### src/rtl/opamp_power_sequencer_if.sv
// Bundle of the pin-decode side and analog-macro side signals of the opamp
// power sequencer. The pin-decode logic (or a bench) uses the master modport,
// and the sequencer uses the slave modport.
interface opamp_power_sequencer_if;
   logic [1:0] req;        // per-opamp enable request (level)
   logic       cfg_valid;  // trim write request
   logic [3:0] cfg_trim;   // trim write data
   logic       cfg_ready;  // trim write accepted when cfg_valid && cfg_ready
   logic       bias_en;    // bias generator enable
   logic [3:0] bias_trim;  // bias trim code
   logic [1:0] amp_en;     // per-opamp enable
   logic [1:0] amp_ready;  // opamp enabled and sequence complete
   logic       busy;       // sequence in progress

   modport master (
      output req, cfg_valid, cfg_trim,
      input  cfg_ready, bias_en, bias_trim, amp_en, amp_ready, busy
   );

   modport slave (
      input  req, cfg_valid, cfg_trim,
      output cfg_ready, bias_en, bias_trim, amp_en, amp_ready, busy
   );
endinterface

### src/rtl/opamp_power_sequencer.sv
// Power and bias sequencer for two opamps that share one bias generator.
// The bias comes up first and settles, then the requested opamps are enabled.
// Teardown disables the opamps, then holds the bias for a drain time before
// turning it off. Trim writes in RUN mute the opamps and force a full re-settle.
//
// Optional feature: define OPAMP_SEQ_STAGGER_EN to enable the opamps one at a
// time, lowest index first, with STAGGER_CYC between enables. If it is left
// undefined, every requested opamp is enabled together and STAGE is never
// entered.
module opamp_power_sequencer #(
   parameter int unsigned SETTLE_CYC  = 64,    // bias settle time, 1..255
   parameter int unsigned STAGGER_CYC = 16,    // spacing between opamp enables, 1..255
   parameter int unsigned DRAIN_CYC   = 8,     // last opamp off to bias off, 1..255
   parameter logic [3:0]  TRIM_RST    = 4'h8   // bias_trim reset value
) (
   input logic                   clk,
   input logic                   rst,
   opamp_power_sequencer_if.slave bus
);

   // The counter runs from 0 after a state entry. A delay of N edges ends
   // on the edge where the counter holds N-1.
   localparam logic [7:0] SETTLE_LAST  = 8'(SETTLE_CYC - 1);
   localparam logic [7:0] STAGGER_LAST = 8'(STAGGER_CYC - 1);
   localparam logic [7:0] DRAIN_LAST   = 8'(DRAIN_CYC - 1);

   typedef enum logic [2:0] {
      ST_OFF,
      ST_BIAS,
      ST_STAGE,
      ST_RUN,
      ST_DRAIN
   } state_e;

   state_e     state_q, state_d;
   logic [7:0] cnt_q, cnt_d;
   logic       bias_en_q, bias_en_d;
   logic [3:0] trim_q, trim_d;
   logic [1:0] amp_en_q, amp_en_d;

   logic       cfg_ready_w;
   logic       cfg_fire;
   logic [1:0] kept;      // enabled opamps that are still requested
   logic       restart;   // restart the stagger window without a state change

   // Selects the lowest-index set bit. Zero input gives zero output.
   function automatic logic [1:0] lowest_bit(input logic [1:0] v);
      if (v[0]) return 2'b01;
      if (v[1]) return 2'b10;
      return 2'b00;
   endfunction

   // Trim writes are only taken while the analog side is idle or stable.
   assign cfg_ready_w = (state_q == ST_OFF) || (state_q == ST_RUN);
   assign cfg_fire    = bus.cfg_valid && cfg_ready_w;
   assign kept        = bus.req & amp_en_q;

   // Next-state, counter and registered-output logic.
   always_comb begin
      // NOTE: every variable gets a default here so that no path through the
      // case statement can leave one unassigned and infer a latch.
      state_d   = state_q;
      cnt_d     = cnt_q + 8'd1;
      bias_en_d = bias_en_q;
      trim_d    = trim_q;
      amp_en_d  = amp_en_q;
      restart   = 1'b0;

      unique case (state_q)
         ST_OFF: begin
            bias_en_d = 1'b0;
            amp_en_d  = 2'b00;
            cnt_d     = 8'd0;
            if (cfg_fire) trim_d = bus.cfg_trim;
            if (bus.req != 2'b00) begin
               bias_en_d = 1'b1;
               state_d   = ST_BIAS;
            end
         end

         ST_BIAS: begin
            bias_en_d = 1'b1;
            amp_en_d  = 2'b00;
            if (bus.req == 2'b00) begin
               // The opamps were never on, so the bias can drop without a drain.
               bias_en_d = 1'b0;
               state_d   = ST_OFF;
            end else if (cnt_q == SETTLE_LAST) begin
`ifdef OPAMP_SEQ_STAGGER_EN
               amp_en_d = lowest_bit(bus.req);
               state_d  = ((bus.req & ~amp_en_d) != 2'b00) ? ST_STAGE : ST_RUN;
`else
               amp_en_d = bus.req;
               state_d  = ST_RUN;
`endif
            end
         end

         ST_STAGE: begin
            bias_en_d = 1'b1;
            amp_en_d  = kept;
            if (bus.req == 2'b00) begin
               amp_en_d = 2'b00;
               state_d  = ST_DRAIN;
            end else begin
               if (cnt_q == STAGGER_LAST) begin
                  amp_en_d = kept | lowest_bit(bus.req & ~kept);
                  restart  = 1'b1;
               end
               if (((bus.req & ~amp_en_d) == 2'b00) && (amp_en_d != 2'b00))
                  state_d = ST_RUN;
            end
         end

         ST_RUN: begin
            bias_en_d = 1'b1;
            cnt_d     = 8'd0;
            if (cfg_fire) begin
               // A trim change takes priority over any req change in the same cycle.
               // The opamps are muted and the bias is fully re-settled.
               trim_d   = bus.cfg_trim;
               amp_en_d = 2'b00;
               state_d  = ST_BIAS;
            end else if (bus.req == 2'b00) begin
               amp_en_d = 2'b00;
               state_d  = ST_DRAIN;
            end else begin
`ifdef OPAMP_SEQ_STAGGER_EN
               amp_en_d = kept;
               if ((bus.req & ~kept) != 2'b00) state_d = ST_STAGE;
`else
               amp_en_d = bus.req;
`endif
            end
         end

         ST_DRAIN: begin
            bias_en_d = 1'b1;
            amp_en_d  = 2'b00;
            if (bus.req != 2'b00) begin
               // The bias is still up and settled, so staging resumes directly.
`ifdef OPAMP_SEQ_STAGGER_EN
               state_d = ST_STAGE;
`else
               amp_en_d = bus.req;
               state_d  = ST_RUN;
`endif
            end else if (cnt_q == DRAIN_LAST) begin
               bias_en_d = 1'b0;
               state_d   = ST_OFF;
            end
         end

         default: begin
            bias_en_d = 1'b0;
            amp_en_d  = 2'b00;
            state_d   = ST_OFF;
         end
      endcase

      // The counter restarts on every state entry and on every stagger enable.
      if ((state_d != state_q) || restart) cnt_d = 8'd0;
   end

   // State and registered outputs. Reset is asynchronous and active-high.
   always_ff @(posedge clk or posedge rst) begin
      if (rst) begin
         state_q   <= ST_OFF;
         cnt_q     <= 8'd0;
         bias_en_q <= 1'b0;
         trim_q    <= TRIM_RST;
         amp_en_q  <= 2'b00;
      end else begin
         // NOTE: sequential state uses non-blocking assignments, so every
         // register samples the pre-edge values of the others.
         state_q   <= state_d;
         cnt_q     <= cnt_d;
         bias_en_q <= bias_en_d;
         trim_q    <= trim_d;
         amp_en_q  <= amp_en_d;
      end
   end

   assign bus.cfg_ready = cfg_ready_w;
   assign bus.bias_en   = bias_en_q;
   assign bus.bias_trim = trim_q;
   assign bus.amp_en    = amp_en_q;
   assign bus.amp_ready = (state_q == ST_RUN) ? amp_en_q : 2'b00;
   assign bus.busy      = (state_q == ST_BIAS) || (state_q == ST_STAGE) ||
                          (state_q == ST_DRAIN);

endmodule

### src/flat_wrapper.sv
// flat-port wrapper written by rule: the top's interface ports become plain ports
module opamp_power_sequencer_flat 
#(
   parameter int unsigned SETTLE_CYC  = 64,                               
   parameter int unsigned STAGGER_CYC = 16,                                            
   parameter int unsigned DRAIN_CYC   = 8,                                          
   parameter logic [3:0]  TRIM_RST    = 4'h8                           
)
  (clk, rst, bus_req, bus_cfg_valid, bus_cfg_trim, bus_cfg_ready, bus_bias_en, bus_bias_trim, bus_amp_en, bus_amp_ready, bus_busy);
  opamp_power_sequencer_if bus_i ();
  input logic clk;
  input logic rst;
  input wire logic [$bits(bus_i.req)-1:0] bus_req;
  input wire logic [$bits(bus_i.cfg_valid)-1:0] bus_cfg_valid;
  input wire logic [$bits(bus_i.cfg_trim)-1:0] bus_cfg_trim;
  output wire logic [$bits(bus_i.cfg_ready)-1:0] bus_cfg_ready;
  output wire logic [$bits(bus_i.bias_en)-1:0] bus_bias_en;
  output wire logic [$bits(bus_i.bias_trim)-1:0] bus_bias_trim;
  output wire logic [$bits(bus_i.amp_en)-1:0] bus_amp_en;
  output wire logic [$bits(bus_i.amp_ready)-1:0] bus_amp_ready;
  output wire logic [$bits(bus_i.busy)-1:0] bus_busy;
  assign bus_i.req = bus_req;
  assign bus_i.cfg_valid = bus_cfg_valid;
  assign bus_i.cfg_trim = bus_cfg_trim;
  assign bus_cfg_ready = bus_i.cfg_ready;
  assign bus_bias_en = bus_i.bias_en;
  assign bus_bias_trim = bus_i.bias_trim;
  assign bus_amp_en = bus_i.amp_en;
  assign bus_amp_ready = bus_i.amp_ready;
  assign bus_busy = bus_i.busy;
  opamp_power_sequencer #(.SETTLE_CYC(SETTLE_CYC), .STAGGER_CYC(STAGGER_CYC), .DRAIN_CYC(DRAIN_CYC), .TRIM_RST(TRIM_RST)) u_core (.clk(clk), .rst(rst), .bus(bus_i));
endmodule
### config.mk
export PLATFORM = sky130hd
export DESIGN_NAME = opamp_power_sequencer_flat
export DESIGN_NICKNAME = d
export VERILOG_FILES = /design/src/rtl/opamp_power_sequencer_if.sv /design/src/rtl/opamp_power_sequencer.sv /design/src/flat_wrapper.sv
export SDC_FILE = /design/constraint.sdc
export NUM_CORES = 1
export LEC_CHECK = 0
export ABC_AREA = 1
export BUFFER_PORTS_ARGS = -buffer_cell sky130_fd_sc_hd__buf_2
export CAP_MARGIN = 25
export CORE_MARGIN = 8
export CORE_UTILIZATION = 49
export CTS_CLUSTER_DIAMETER = 60
export DETAILED_ROUTE_END_ITERATION = 8
export GPL_TIMING_DRIVEN = 0
export MAX_ROUTING_LAYER = met4
export PLACE_DENSITY = 0.73
export REMOVE_ABC_BUFFERS = 1
export SYNTH_ARGS = -nofsm -noshare
export SYNTH_HDL_FRONTEND = slang
export SYNTH_SLANG_ARGS = --single-unit
### constraint.sdc
create_clock -name clk -period 1.85 [get_ports clk]
set_clock_uncertainty 0.2 [all_clocks]
set_input_delay 0.0925 -clock clk [delete_from_list [all_inputs] [get_ports clk]]
set_output_delay 0.0925 -clock clk [all_outputs]
set_load 0.02 [all_outputs]
==> insert_results.sql <==
INSERT INTO impl_metrics (metric_group, metric, value, unit) VALUES
('clock_network', 'tritoncts_clock_tree', 'done', ''),
('clock_network', 'numClockSinks', '18', ''),
('drt', 'm1WireLength', '1140', 'um'),
('yosys', 'synth.ff_latch_count', '18', ''),
('yosys', 'synth_enable_flop_cells', '0', ''),
('drt', 'via_count', '1062', ''),
('floorplan', 'floorplan.initialDensity', '0.513', ''),
('clock_network', 'cts.htree.levels', '1', ''),
('place', 'detailed_place.area', '1250', 'um2'),
('global_route', 'pin_count_of_the_biggest_net_entering_global_routing', '19', ''),
('finish', 'syn2layout_area_growth', '38.0', '%'),
('finish', 'seqCellArea', '455', 'um2'),
('timing', 'setup_tns_after_final_layout', '-0.0499', 'ns'),
('clock_network', 'cts_max_path_buffers', '2', ''),
('finish', 'area_taken_by_multi_input_logic_gates', '669', 'um2'),
('yosys', 'post_synth_instance_area', '1120', 'um2'),
('yosys', 'post_synth_and_or_nand_nor_area_fraction', '0.380', ''),
('yosys', 'syn-mean-instance-area', '8.58', 'um2'),
('place', 'port_buffers', '19', ''),
('global_route', 'grt_pass1_vias', '1107', ''),
('drt', 'drt-total-wl', '2820', 'um'),
('run_status', 'outcome', 'finished, violations left', ''),
('setup_path', 'critical_path_arrival', '1.90', 'ns'),
('floorplan', 'die_width', '63.9', 'um'),
('setup_path', 'timing.critical_path.fanout_max', '8', ''),
('floorplan', 'fp.coreArea', '2190', 'um2'),
('clock_network', 'clock_latency', '0.30', 'ns'),
('global_route', 'grt_antenna_before_repair', '0', ''),
('place', 'pre_cts_ws', '-0.0780', 'ns'),
('finish', 'layout-drive-gt1-share', '0.523', ''),
('yosys', 'dominantRegCellSynth', 'sky130_fd_sc_hd__dfrtp_1', ''),
('finish', 'layout.filler_cells', '172', ''),
('timing', 'maxClockFrequency', '534', 'MHz'),
('yosys', 'postSynth.asyncResetShare', '1.00', ''),
('timing', 'finalCritPeriodShare', '1.01', ''),
('global_route', 'global_route.overflow_total', '0', ''),
('global_route', 'first_pass_grt_wire_length', '4690', 'um'),
('yosys', 'post-synth-top-area-cell', 'sky130_fd_sc_hd__dfrtp_1', ''),
('finish', 'fin_area', '1550', 'um2'),
('yosys', 'synth_top_cells_by_count', 'sky130_fd_sc_hd__nand2_1 (18), sky130_fd_sc_hd__dfrtp_1 (17), sky130_fd_sc_hd__inv_1 (15)', ''),
('drt', 'initial_drc_count', '62', ''),
('setup_path', 'worstSetupStartpointType', 'flop', ''),
('run_status', 'violations', 'setup timing', ''),
('drt', 'topRoutingLayerUsed', 'met4', ''),
('yosys', 'main_combinational_cell_family_by_area_after_synthesis', 'simple AND/OR/NAND/NOR gates', ''),
('drt', 'drt_pre_antenna_iters', '4', ''),
('place', 'detailedPlacementHpwl', '1860', 'um'),
('timing', 'layout_setup_ws', '-0.0213', 'ns'),
('yosys', 'synth.most_common_cell', 'sky130_fd_sc_hd__nand2_1', ''),
('power', 'pwr_density_cell', '569', 'nW/um2'),
('yosys', 'area_share_of_xor_xnor_cells_in_the_synthesized_design', '0.0156', ''),
('drt', 'met3_length', '79', 'um'),
('timing', 'slew_headroom', '0.543', ''),
('yosys', 'synth.yosys.seq_area_share', '0.402', ''),
('global_route', 'track_usage', '0.143', ''),
('yosys', 'synth_warnings', '0', ''),
('timing', 'setup_viol', '3', ''),
('finish', 'fin_util', '0.708', ''),
('floorplan', 'io-pin-count', '20', ''),
('finish', 'num_antenna_cells', '0', ''),
('timing', 'min_period', '1.87', 'ns'),
('floorplan', 'die-height', '63.9', 'um'),
('run', 'max-cap-violations', '0', ''),
('setup_path', 'worst_setup_path_end_kind', 'flop', ''),
('timing', 'timing.final.max_slew_violations', '0', ''),
('yosys', 'synthesized_area_fraction_occupied_by_ao_oa_aoi_and_oai_cells', '0.0857', ''),
('power', 'ir_worst_vdd', '0.526', 'mV'),
('floorplan', 'design.die.area', '4080', 'um2'),
('drt', 'drt.antenna.violating_nets', '0', ''),
('timing', 'rsz0062_at_grt', 'true', ''),
('setup_path', 'path_class', 'flop to flop', '');
==> layout by cell type, fill, tap and decap left out, types with 2 or more instances in the layout <==
cell type                       netlist  layout
sky130_fd_sc_hd__buf_2                0      19
sky130_fd_sc_hd__inv_1               15      15
sky130_fd_sc_hd__nand2_1             18      15
sky130_fd_sc_hd__buf_4                0      14
sky130_fd_sc_hd__dfrtp_1             17      14
sky130_fd_sc_hd__nand2_2             10      12
sky130_fd_sc_hd__nor2_2              10      10
sky130_fd_sc_hd__dlygate4sd3_1        0       8
sky130_fd_sc_hd__nand3_1              9       7
sky130_fd_sc_hd__nor2_4               4       7
sky130_fd_sc_hd__nand3_2              4       5
sky130_fd_sc_hd__a21oi_1              5       5
sky130_fd_sc_hd__nor2_1               8       5
sky130_fd_sc_hd__o21ai_0              4       4
sky130_fd_sc_hd__mux2_2               4       4
sky130_fd_sc_hd__inv_2                3       3
sky130_fd_sc_hd__clkbuf_4             0       3
sky130_fd_sc_hd__dfrtp_2              0       3
sky130_fd_sc_hd__nor3_1               2       2
sky130_fd_sc_hd__nand3_4              1       2
sky130_fd_sc_hd__nand3b_1             2       2
==> power breakdown <==
part	internal, uW	switching, uW
clock	120	128
sequential	427	19.1
combinational	82.2	107
total	629	254
==> worst paths after layout <==
path | start | depth (start not counted) | slack, ns | endpoint
max | u_core.state_q[1] | 10 | -0.02 | u_core.cnt_q[2]
min | rst | 3 | 0.23 | u_core.cnt_q[7]
max reg2reg | u_core.state_q[1] | 10 | -0.02 | u_core.cnt_q[2]
min reg2reg | u_core.bus.bias_trim[2] | 1 | 0.31 | u_core.bus.bias_trim[2]
max in group asynchronous | rst | 3 | 0.75 | u_core.state_q[2]
min in group clk | u_core.bus.bias_trim[2] | 1 | 0.31 | u_core.bus.bias_trim[2]
==> cell families after synthesis <==
kind of cell             after synthesis
AND/OR/NAND/NOR                       72
buffers and inverters                 19
flip-flops                            18
AO/OA/AOI/OAI                         15
multiplexers                           4
XOR/XNOR                               2
adder cells (fa/ha/maj)                1
==> critical path, cell delays in order (launching register included) <==
cell and delay [ns]:
sky130_fd_sc_hd__dfrtp_2 0.47, sky130_fd_sc_hd__inv_1 0.10, sky130_fd_sc_hd__nand2_1 0.11, sky130_fd_sc_hd__nor2_4 0.19, sky130_fd_sc_hd__nand2_1 0.07, sky130_fd_sc_hd__o211a_1 0.15
sky130_fd_sc_hd__nand2_2 0.09, sky130_fd_sc_hd__nand2_1 0.06, sky130_fd_sc_hd__nand2_2 0.07, sky130_fd_sc_hd__nand3_4 0.15, sky130_fd_sc_hd__nor2_2 0.14
==> what timing repair did <==
item	in CTS	in global routing
hold buffers	8	0
gates resized for setup	15	4
pin swaps	10	4
buffers inserted	7	7
setup endpoints to repair	8	13
hold endpoints to repair	25	0
==> cell type report <==
class | instances | share of cell area
multi-input combinational | 94 | 0.432
clock buffer | 4 | 0.0234
tap | 28 | 0.0226
sequential | 18 | 0.294
timing repair buffer | 41 | 0.181
inverter | 19 | 0.0476
==> per-layer routing <==
| layer | up-vias | GRT usage |
|---|---|---|
| li1 | 512 | - |
| met1 | 523 | 0.154 |
| met2 | 21 | 0.251 |
| met3 | 6 | 0.0192 |
| met4 | 0 | 0.0724 |
| met5 | - | - |
==> state kept, by name, summed over array words and instances, names as in the netlist <==
signal,count
u_core.bus.amp_en,2
u_core.bus.bias_trim,4
u_core.state_q,3
u_core.bus.bias_en,1
u_core.cnt_q,8
==> stage by stage <==
step	hold WS, ns	power, uW	std cells
final	0.227	883	204
after global routing	0.306	923	204
after CTS	0.249	880	197
after detailed placement	0.0302	607	178
after global placement	0.0218	603	178
after floorplan	-0.170	556	131
No activity file was read; power rests on OpenSTA's default activity.
